`config.mk`:
```
export PLATFORM = sky130hd
export DESIGN_NAME = spi_xfer_engine
export DESIGN_NICKNAME = d
export VERILOG_FILES = /design/src/rtl/spi_xfer_engine_pkg.sv /design/src/rtl/spi_sclk_gen.sv /design/src/rtl/spi_xfer_engine.sv
export SDC_FILE = /design/constraint.sdc
export NUM_CORES = 1
export LEC_CHECK = 0
export CAP_MARGIN = 30
export CORE_ASPECT_RATIO = 1.2
export CORE_UTILIZATION = 41
export CTS_CLUSTER_DIAMETER = 80
export CTS_CLUSTER_SIZE = 10
export DETAILED_ROUTE_END_ITERATION = 7
export HOLD_SLACK_MARGIN = 0.06
export PLACE_DENSITY = 0.71
export SYNTH_ARGS = -nofsm -noshare
export SYNTH_HDL_FRONTEND = slang
export SYNTH_SLANG_ARGS = --single-unit
```
`constraint.sdc`:
```
create_clock -name clk -period 1.7 [get_ports clk]
set_clock_uncertainty 0.05 [all_clocks]
set_input_delay 0.34 -clock clk [delete_from_list [all_inputs] [get_ports clk]]
set_output_delay 0.34 -clock clk [all_outputs]
set_load 0.005 [all_outputs]
```
`src/rtl/spi_xfer_engine_pkg.sv`:
```
// Shared AXI-to-SPI bridge definitions: transfer FSM encoding, SPI mode and
// widths agreed with the slave-select queue.
package spi_xfer_engine_pkg;

    localparam int unsigned SLAVE_ADDR_W    = 8;
    localparam int unsigned DEFAULT_CLK_DIV = 2;
    // {CPOL, CPHA}; the engine only implements mode 0
    localparam logic [1:0]  SPI_MODE        = 2'd0;
    localparam logic        SCLK_IDLE       = SPI_MODE[1];

    typedef enum logic [3:0] {
        IDLE,
        POP,
        WAIT_Q,
        LATCH,
        SETUP,
        SHIFT_HI,
        SHIFT_LO,
        HOLD,
        DONE,
        GAP
    } xfer_state_t;

endpackage

```
`src/rtl/spi_sclk_gen.sv`:
```
// Half-period timer for the SPI engine: paces every timed phase and owns the
// registered SCLK level with one-cycle rise/fall strobes on phase entry.
module spi_sclk_gen
    import spi_xfer_engine_pkg::*;
#(
    parameter int unsigned CLK_DIV = DEFAULT_CLK_DIV
) (
    input  logic clk,
    input  logic reset,
    input  logic run,
    input  logic set_hi,
    input  logic set_lo,
    output logic phase_done,
    output logic rise,
    output logic fall,
    output logic sclk
);

    localparam int unsigned CNT_W = (CLK_DIV > 1) ? $clog2(CLK_DIV) : 1;

    logic [CNT_W-1:0] cnt;

    // The counter wraps on phase_done so back-to-back phases stay aligned.
    assign phase_done = run && (cnt == CNT_W'(CLK_DIV - 1));

    always_ff @(posedge clk or posedge reset) begin
        if (reset) begin
            cnt  <= '0;
            rise <= 1'b0;
            fall <= 1'b0;
            sclk <= SCLK_IDLE;
        end else begin
            if (!run || phase_done)
                cnt <= '0;
            else
                cnt <= cnt + 1'b1;
            rise <= set_hi;
            fall <= set_lo;
            if (set_hi)
                sclk <= 1'b1;
            else if (set_lo)
                sclk <= 1'b0;
        end
    end

endmodule

```
`src/rtl/spi_xfer_engine.sv`:
```
// Pops a slave address from the slave-select queue, pairs it with a TX byte and
// runs one SPI mode-0 MSB-first transfer, returning the received byte.
module spi_xfer_engine
    import spi_xfer_engine_pkg::*;
#(
    parameter int unsigned NUM_SLAVES = 8,
    parameter int unsigned CLK_DIV    = DEFAULT_CLK_DIV,
    parameter int unsigned DATA_W     = 8
) (
    input  logic                    clk,
    input  logic                    reset,
    input  logic                    q_empty,
    output logic                    q_rd_en,
    input  logic [SLAVE_ADDR_W-1:0] q_slave_addr,
    input  logic                    tx_valid,
    input  logic [DATA_W-1:0]       tx_data,
    output logic                    tx_ready,
    output logic                    rx_valid,
    output logic [DATA_W-1:0]       rx_data,
    output logic                    rx_err,
    output logic                    busy,
    output logic                    sclk,
    output logic                    mosi,
    input  logic                    miso,
    output logic [NUM_SLAVES-1:0]   cs_n
);

    localparam int unsigned BIT_W = $clog2(DATA_W + 1);

    xfer_state_t       state;
    logic [DATA_W-2:0] tx_sh;
    logic [DATA_W-1:0] rx_sh;
    logic [BIT_W-1:0]  bit_cnt;
    logic              run;
    logic              set_hi;
    logic              set_lo;
    logic              phase_done;
    logic              rise;
    logic              fall;

    always_comb begin
        run    = (state == SETUP) || (state == SHIFT_HI) || (state == SHIFT_LO) ||
                 (state == HOLD)  || (state == GAP);
        set_hi = phase_done && ((state == SETUP) || (state == SHIFT_LO));
        set_lo = phase_done && (state == SHIFT_HI);
    end

    spi_sclk_gen #(
        .CLK_DIV (CLK_DIV)
    ) u_sclk_gen (
        .clk        (clk),
        .reset      (reset),
        .run        (run),
        .set_hi     (set_hi),
        .set_lo     (set_lo),
        .phase_done (phase_done),
        .rise       (rise),
        .fall       (fall),
        .sclk       (sclk)
    );

    // mosi is the top bit of the TX shift register {mosi, tx_sh}.
    always_ff @(posedge clk or posedge reset) begin
        if (reset) begin
            state    <= IDLE;
            cs_n     <= '1;
            mosi     <= 1'b0;
            q_rd_en  <= 1'b0;
            tx_ready <= 1'b0;
            rx_valid <= 1'b0;
            rx_err   <= 1'b0;
            rx_data  <= '0;
            busy     <= 1'b0;
            tx_sh    <= '0;
            rx_sh    <= '0;
            bit_cnt  <= '0;
        end else begin
            q_rd_en  <= 1'b0;
            tx_ready <= 1'b0;
            rx_valid <= 1'b0;
            case (state)
                IDLE: begin
                    if (!q_empty && tx_valid) begin
                        state   <= POP;
                        q_rd_en <= 1'b1;
                        busy    <= 1'b1;
                    end
                end
                POP: state <= WAIT_Q;
                WAIT_Q: begin
                    state    <= LATCH;
                    tx_ready <= 1'b1;
                end
                LATCH: begin
                    bit_cnt <= '0;
                    rx_sh   <= '0;
                    if (32'(q_slave_addr) >= NUM_SLAVES) begin
                        tx_sh    <= tx_data[DATA_W-2:0];
                        state    <= DONE;
                        rx_valid <= 1'b1;
                        rx_err   <= 1'b1;
                        rx_data  <= '0;
                    end else begin
                        {mosi, tx_sh} <= tx_data;
                        cs_n          <= ~(NUM_SLAVES'(1) << q_slave_addr);
                        state         <= SETUP;
                    end
                end
                SETUP: if (phase_done) state <= SHIFT_HI;
                SHIFT_HI: begin
                    if (rise)
                        rx_sh <= {rx_sh[DATA_W-2:0], miso};
                    if (phase_done) begin
                        bit_cnt <= bit_cnt + 1'b1;
                        state   <= (bit_cnt == BIT_W'(DATA_W - 1)) ? HOLD : SHIFT_LO;
                    end
                end
                SHIFT_LO: begin
                    if (fall)
                        {mosi, tx_sh} <= {tx_sh, 1'b0};
                    if (phase_done)
                        state <= SHIFT_HI;
                end
                HOLD: begin
                    if (phase_done) begin
                        state    <= DONE;
                        cs_n     <= '1;
                        mosi     <= 1'b0;
                        rx_valid <= 1'b1;
                        rx_data  <= rx_sh;
                    end
                end
                DONE: begin
                    state  <= GAP;
                    rx_err <= 1'b0;
                end
                GAP: begin
                    if (phase_done) begin
                        state <= IDLE;
                        busy  <= 1'b0;
                    end
                end
                default: state <= IDLE;
            endcase
        end
    end

endmodule

```
# Yosys cells after proc, flatten, opt, wreduce, memory -nomap -nowiden
# Cells that the tools add are included.
# word_totals
register_bits	49
in_bits	21
word_cells	107
# classes
add_sub_neg	2
order_cmp	1
n_eq_ne	19
shift	1
n_mux	37
bitwise_logic	1
n_reduce_logical	30
# ops
op	n
8-bit one-hot mux with 2 select lines	3
8-bit two-way mux	5
4-bit one-hot mux with 9 select lines	1
4-bit two-way mux	7
4-bit by 3-bit equality test with 1-bit output, second input constant	5
1-bit two-way mux	14
7-bit one-hot mux with 2 select lines	1
2-bit != test, second input constant	6
2-bit nonzero test	6
3-bit AND reduction	3
4-bit by 2-bit equality test with 1-bit output, second input constant	2
4-bit equality test, second input constant	2
8-bit by 4-bit >= comparator with 1-bit output, second input constant	1
8-bit NOT	1
4-bit one-hot mux with 2 select lines	1
2-bit AND reduction	4
1-bit by 8-bit << shifter with 8-bit output, first input constant	1
7-bit two-way mux	1
1-bit logical OR	6
2-bit by 1-bit != test with 1-bit output, second input constant	3
1-bit one-hot mux with 2 select lines	3
5-bit AND reduction	1
4-bit by 1-bit adder with 4-bit output, second input constant	1
4-bit by 1-bit equality test with 1-bit output, second input constant	1
8 further kinds	12

# Longest topological paths before layout
# Gate-level depths: netlist (run 1).
# depth
word_depth	9
ltp_mapped	6
mapped_depth_nobuf	5

# Cells and area by module
# Synthesis (run 1) repeated with hierarchy kept, for this count alone.
# hier_totals
cells_unflattened	209
area_unflattened_um2	2195.9
# by_module_without_submodules
mod	n_inst	cells_per_inst	area_each_um2	seq_area_each_um2
spi_xfer_engine	1	200	2064.5	1136.1
spi_sclk_gen	1	9	131.4	100.1

# Worst setup path after synthesis (run 1)
# OpenSTA, ideal clock, no wires.
# synth_path
path_type	input to register
start	in q_slave_addr[5]
end	reg cs_n[0]
setup_time_ns	0.076
arrival_time_ns	1.545
required_time_ns	1.574
setup_slack_ns	0.029
path_stages	5
path_buffers	1
path_cell_list	or4_4 -> o32ai_4 -> buf_6 -> nor2_1 -> a31oi_2
# synth_via
elab_chain_cells	4
word_cells_on_any_way	7
cone_classes	order compare (1); eq/ne (1); shift (1); mux (2); bitwise (1); reduce/logical (1)
# synth_lines
item	line_no	rtl
from (decl)	spi_xfer_engine.sv:14	input logic [SLAVE_ADDR_W-1:0] q_slave_addr,
parallel branches: the longest is 4 deep, another holds 8-bit by 4-bit >= comparator with 1-bit output	-	
to (signal assigned)	spi_xfer_engine.sv:105	cs_n <= ~(NUM_SLAVES'(1) << q_slave_addr);
to (decl)	spi_xfer_engine.sv:25	output logic [NUM_SLAVES-1:0] cs_n
# Parallel ways; which one is timed is not known. The select of a mux whose other input is x is not followed.
# A chain may end at the register's enable or synchronous reset.

# Worst setup path in the final report (run 1)
# layout_path
start	in q_slave_addr[6]
end	reg cs_n[0]
# The elaborated chain is that of the path after synthesis.

==> results of run 1 <==
-- worst max-delay path by stage --
stage	cells after the start	slack (ns)	end	start
finish	6	0.08	cs_n[0]	q_slave_addr[6]
floorplan	5	0.03	cs_n[0]	q_slave_addr[5]
global route	5	0.02	cs_n[0]	state[3]
CTS	6	0.04	cs_n[0]	q_slave_addr[6]
detailed placement	5	-0.40	mosi	q_slave_addr[5]
global placement	6	-0.34	cs_n[6]	q_slave_addr[5]
-- power by group --
group	leakage, nW	total [W]	internal, W	switching, W
Sequential	0.615	0.00154	0.00136	0.000179
Combinational	0.588	0.00109	0.000565	0.000527
Clock	0.0543	0.000839	0.000440	0.000398
-- what timing repair did --
item                                    CTS  global route
endpoints found under the setup margin   17            14
cloned                                    1             0
pin swaps                                 2             1
setup buffers                             1             0
resized for setup                        15             3
-- worst register-to-register path: cells and delay by family, from the launching register on --
kind / cells / cell delay, ns
flip-flops: 1 / 0.45
AO/OA/AOI/OAI: 2 / 0.42
AND/OR/NAND/NOR: 1 / 0.29
buffers and inverters: 2 / 0.27
-- state kept, by name, indices dropped and copies added, names as in the netlist --
signal,count
tx_sh,7
q_rd_en,1
rx_err,1
u_sclk_gen.fall,1
rx_sh,8
u_sclk_gen.cnt,1
rx_valid,1
u_sclk_gen.rise,1
bit_cnt,4
cs_n,8
tx_ready,1
u_sclk_gen.sclk,1
busy,1
state,4
mosi,1
rx_data,8
-- metal layers --
metal	track usage [%]	up-vias	part of all wire (%)
li1	-	908	-
met1	21.4	872	42
met2	30.8	40	51
met3	4.13	10	4.2
met4	8.55	0	2.7
met5	0	-	0
-- synth_stat cells (all sizes together) (4+ instances only) --
cell type / count
a22o: 8
a31oi: 9
nand2b: 9
inv: 6
dfrtp: 41
nor3: 6
o21ai: 15
clkbuf: 7
mux2i: 9
dfstp: 8
nor2: 30
nor2b: 6
a21oi: 12
nand2: 25
buf: 4
-- cell families after synthesis --
family          count (synthesis)  share of synthesized area [%]
fa+ha+maj                       1                          0.554
simple gates                   92                           20.1
xor+xnor                        3                           1.16
buf+inv                        17                           3.33
compound gates                 52                           16.1
mux                             9                           3.99
flops                          49                           54.8
-- through the flow --
step	std cells	setup TNS, ns	worst slack [ns]
final	350	0	0.0850
after global routing	350	0	0.0240
after CTS	350	0	0.0414
after detailed placement	340	-6.39	-0.403
after global placement	340	-5.63	-0.341
after floorplan	223	0	0.0287
-- layout make-up --
| cell class | count | area [sq um] |
|---|---|---|
| Fill cell | 462 | 2230 |
| Sequential cell | 49 | 1240 |
| Multi-Input combinational cell | 157 | 963 |
| Timing Repair Buffer | 68 | 652 |
| Tap cell | 62 | 77.6 |
| Clock buffer | 5 | 68.8 |
| Clock inverter | 3 | 46.3 |
| Inverter | 6 | 22.5 |
==> flow_metrics.py, run 1 <==
metrics = {
    "run_status": {
        "status": "finished, final reports clean",
    },
    "placed_design": {
        "routabilityCongestion": 0.876,
        "dpl_cell_area_sq_um": 2910,
        "post-dp-hpwl_microns": 3240,
        "io_buffers": 43,
    },
    "cells_and_area": {
        "syn_to_final_growth_pct": 36.0,
        "antennaDiodeCount": 0,
        "layout.core_utilization_pct": 57.9,
        "layout-drive-gt1-share_pct": 18.1,
        "final_cell_mix": "dfrtp_1, clkdlybuf4s50_1, nor2_1, nand2_1, buf_4",
        "final_nets": 309,
        "final_area_sq_um": 3070,
        "mostFrequentLayoutCell": "dfrtp_1",
    },
    "clock_network": {
        "insertion_delay_ns": 0.30,
        "cts-root-buf": "clkbuf_8",
        "cts_tree": "built",
        "clkSinkCount": 49,
        "cts_buffer_depth": 2,
        "cts_hold_buf": 0,
        "path_clk_slew_ns": 0.10,
        "numCtsBuffers": 5,
        "h-tree-depth": 2,
    },
    "critical_path": {
        "cp_slowest_cell": "or4_4",
        "start_kind": "input pin",
        "crit_chain": "dlygate4sd2_1, or4_4, o32ai_4, buf_6, buf_16, a31oi_2",
        "crit_path_max_incr_delay_ns": 0.56,
        "r2r_cells": 5,
        "reg2reg_from": "state[3]",
        "reg2reg_to": "cs_n[0]",
        "crit_path_end_kind": "flip-flop",
        "r2r_slack_ns": 0.14,
        "crit_required_ns": 1.87,
        "cp.arrival_ns": 1.79,
        "crit_family": "simple AND/OR/NAND/NOR gates",
        "cp_num_buf_inv": 3,
        "crit_type": "input pin to flip-flop",
        "crit_fanout": 8,
    },
    "synth": {
        "synth_nets": 245,
        "syn_area_sq_um": 2260,
        "yosysTopAreaCell": "dfrtp_1",
        "synth.distinct_cells": 38,
        "synthCells": 223,
        "async_reset_ff_share_pct": 100,
        "synth_edf_count": 0,
        "synth_area_per_cell_sq_um": 10.1,
        "yosys-top-cells-area": "dfrtp_1, dfstp_2, nor2_1, nand2_1, mux2i_1",
        "ys_seq_area_share_pct": 54.8,
        "synth_seq_cells": 49,
        "ys.flop_type": "dfrtp_1",
        "synth.top_cell.area_share_pct": 45.5,
        "ys_warn_count": 0,
    },
    "route": {
        "routed_wl_microns": 4670,
        "drc_errors": 0,
        "vias_per_cell": 5.23,
        "dr.pass1.iters": 4,
        "antenna_left": 0,
        "wire_per_inst_microns": 13.3,
        "drtIter0Drc": 100,
        "vias": 1830,
    },
    "die": {
        "core_region_area_sq_um": 5300,
        "die_area_sq_um": 5810,
        "rows": 29,
        "num_io_pins": 44,
        "die_w_microns": 69.7,
        "die_h_microns": 83.3,
        "initial_core_util_pct": 42.6,
    },
    "sta": {
        "drv_slew": 0,
        "hold_viol": 0,
        "relSlewSlack_pct": 76.2,
        "worst_pin_slew_ns": 0.354,
        "timing.fmax_mhz": 619,
        "rsz0062_at_grt": "no",
        "fin_crit_sh_pct": 95.0,
        "finalSetupViolations": 0,
        "hold_slack_ns": 0.331,
        "fin_crit_ns": 1.62,
    },
    "power_and_ir_drop": {
        "powerDensity_nw_per_um2": 1130,
        "leakagePower_nw": 1.26,
        "finalPower_w": 0.00347,
        "max-vdd-ir-drop_v": 0.000551,
    },
    "hold_path": {
        "hp-class": "input pin to async pin",
    },
    "global_routing": {
        "grt_pass1_wl_microns": 8350,
        "grt_start_max_net_pins": 50,
        "grt.total_usage_pct": 18.1,
        "grt_antenna_before_repair": 0,
        "grt_pass1_vias": 1809,
        "overflow": 0,
    },
    "run": {
        "cap_violations": 0,
    },
}
No activity file was read; power rests on OpenSTA's default activity.
==> run 2, diff against run 1 <==
--- a/config.mk
+++ b/config.mk
@@ -11,6 +11,7 @@
 export CTS_CLUSTER_DIAMETER = 80
 export CTS_CLUSTER_SIZE = 10
 export DETAILED_ROUTE_END_ITERATION = 7
+export GPL_TIMING_DRIVEN = 0
 export HOLD_SLACK_MARGIN = 0.06
 export PLACE_DENSITY = 0.71
 export SYNTH_ARGS = -nofsm -noshare
==> flow_metrics.py, run 2 (synthesis results as in run 1) <==
metrics = {
    "run_status": {
        "status": "finished, final reports clean",
    },
    "placed_design": {
        "post-dp-hpwl_microns": 3290,
        "io_buffers": 43,
        "routabilityCongestion": 0.876,
    },
    "clock_network": {
        "path_clk_slew_ns": 0.10,
        "h-tree-depth": 2,
        "cts_buffer_depth": 2,
        "insertion_delay_ns": 0.31,
        "cts_hold_buf": 0,
        "cts_tree": "built",
        "cts-root-buf": "clkbuf_8",
        "clkSinkCount": 49,
        "numCtsBuffers": 5,
    },
    "cells_and_area": {
        "layout-drive-gt1-share_pct": 20.1,
        "mostFrequentLayoutCell": "dfrtp_1",
        "final_cell_mix": "dfrtp_1, clkdlybuf4s50_1, nor2_1, nand2_1, o21ai_0",
        "final_nets": 305,
        "nFillCells": 465,
        "syn_to_final_growth_pct": 35.0,
        "antennaDiodeCount": 0,
        "largestRegisters": "cs_n: 8 flops, rx_data: 8 flops, rx_sh: 8 flops",
        "layout.core_utilization_pct": 57.5,
    },
    "sta": {
        "fin_crit_ns": 1.63,
        "relSlewSlack_pct": 71.4,
        "rsz0062_at_grt": "yes",
        "drv_slew": 0,
        "fin_crit_sh_pct": 96.1,
        "finalSetupViolations": 0,
        "timing.fmax_mhz": 612,
        "worst_pin_slew_ns": 0.428,
        "hold_viol": 0,
        "hold_slack_ns": 0.246,
    },
    "route": {
        "drtIter0Drc": 121,
        "dr.pass1.iters": 4,
        "vias": 1797,
        "drc_errors": 0,
        "antenna_left": 0,
        "wire_per_inst_microns": 13.5,
        "vias_per_cell": 5.19,
        "routed_wl_microns": 4680,
    },
    "critical_path": {
        "start_kind": "flip-flop",
        "crit_path_max_incr_delay_ns": 0.36,
        "crit_path_end_kind": "flip-flop",
        "crit_type": "flip-flop to flip-flop",
        "crit_chain": "buf_2, nand2_1, nor3_2, a221oi_2, mux2i_1",
        "crit_required_ns": 1.88,
        "crit_fanout": 9,
        "crit_family": "simple AND/OR/NAND/NOR gates",
        "cp.arrival_ns": 1.82,
        "cp_num_buf_inv": 1,
        "cp_slowest_cell": "dfrtp_1",
    },
    "die": {
        "rows": 29,
        "die_w_microns": 69.7,
        "num_io_pins": 44,
        "core_region_area_sq_um": 5300,
        "die_area_sq_um": 5810,
        "die_h_microns": 83.3,
        "initial_core_util_pct": 42.6,
    },
    "global_routing": {
        "grt_start_max_net_pins": 38,
        "grt_pass1_vias": 1759,
        "grt_pass1_wl_microns": 7940,
        "grt.total_usage_pct": 17.0,
        "overflow": 0,
        "grt_antenna_before_repair": 0,
    },
    "hold_path": {
        "hp-class": "input pin to async pin",
    },
    "run": {
        "cap_violations": 0,
    },
    "power_and_ir_drop": {
        "powerDensity_nw_per_um2": 1170,
        "max-vdd-ir-drop_v": 0.000536,
        "leakagePower_nw": 1.24,
    },
}
## run 2: path summary, 6_finish.rpt
kind / cells after the start / slack, ns / endpoint / from
max in group asynchronous: 3 / 0.82 / cs_n[0] / reset
worst min register to register: 2 / 0.44 / rx_sh[7] / rx_sh[7]
worst min-delay path: 2 / 0.25 / tx_sh[0] / reset
worst max-delay path: 5 / 0.07 / mosi / state[0]
worst max register to register: 5 / 0.07 / mosi / state[0]
min in group clk: 2 / 0.44 / rx_sh[7] / rx_sh[7]
## run 2: area by class of cell
cell class	instances	area, sq um	share of cell area [%]
sequential	49	1240	40.6
multi-input combinational	157	1010	33.2
timing repair buffer	54	507	16.6
tap	62	77.6	2.55
clock buffer	5	68.8	2.26
clock inverter	3	65.1	2.13
buffer	10	57.6	1.89
inverter	6	22.5	0.739
## run 2: per-stage QoR
step | setup WS, ns | area [sq um] | total power [W] | TNS [ns] | instances
final | 0.0662 | 3050 | 0.00356 | 0 | 346
after floorplan | 0.0287 | 2260 | 0.00214 | 0 | 223
after global placement | -0.813 | 2770 | 0.00248 | -47.91 | 328
after global routing | -0.0532 | 3050 | 0.00379 | -0.169 | 346
after detailed placement | -0.787 | 2790 | 0.00251 | -12.12 | 329
after CTS | -0.00334 | 3000 | 0.00351 | -0.00334 | 343
## run 2: routing by layer
metal	vias up	track usage (%)	wire length [microns]
li1	899	-	-
met1	852	22.2	2050
met2	40	27.5	2390
met3	6	4.00	175
met4	0	6.36	63
met5	-	0	0
## run 2: where the power goes
group,total (W),switching [W],internal (W)
Sequential,0.00147,0.000117,0.00135
Clock,0.000978,0.000393,0.000585
Combinational,0.00111,0.000609,0.000501
Total,0.00356,0.00112,0.00244
## run 2: what timing repair did
action / 4_1_cts / 5_1_grt
pin swaps: 2 / 4
setup buffers: 5 / 4
gates resized for setup: 26 / 16
cloned: 1 / 0
endpoints found under the setup margin: 44 / 36
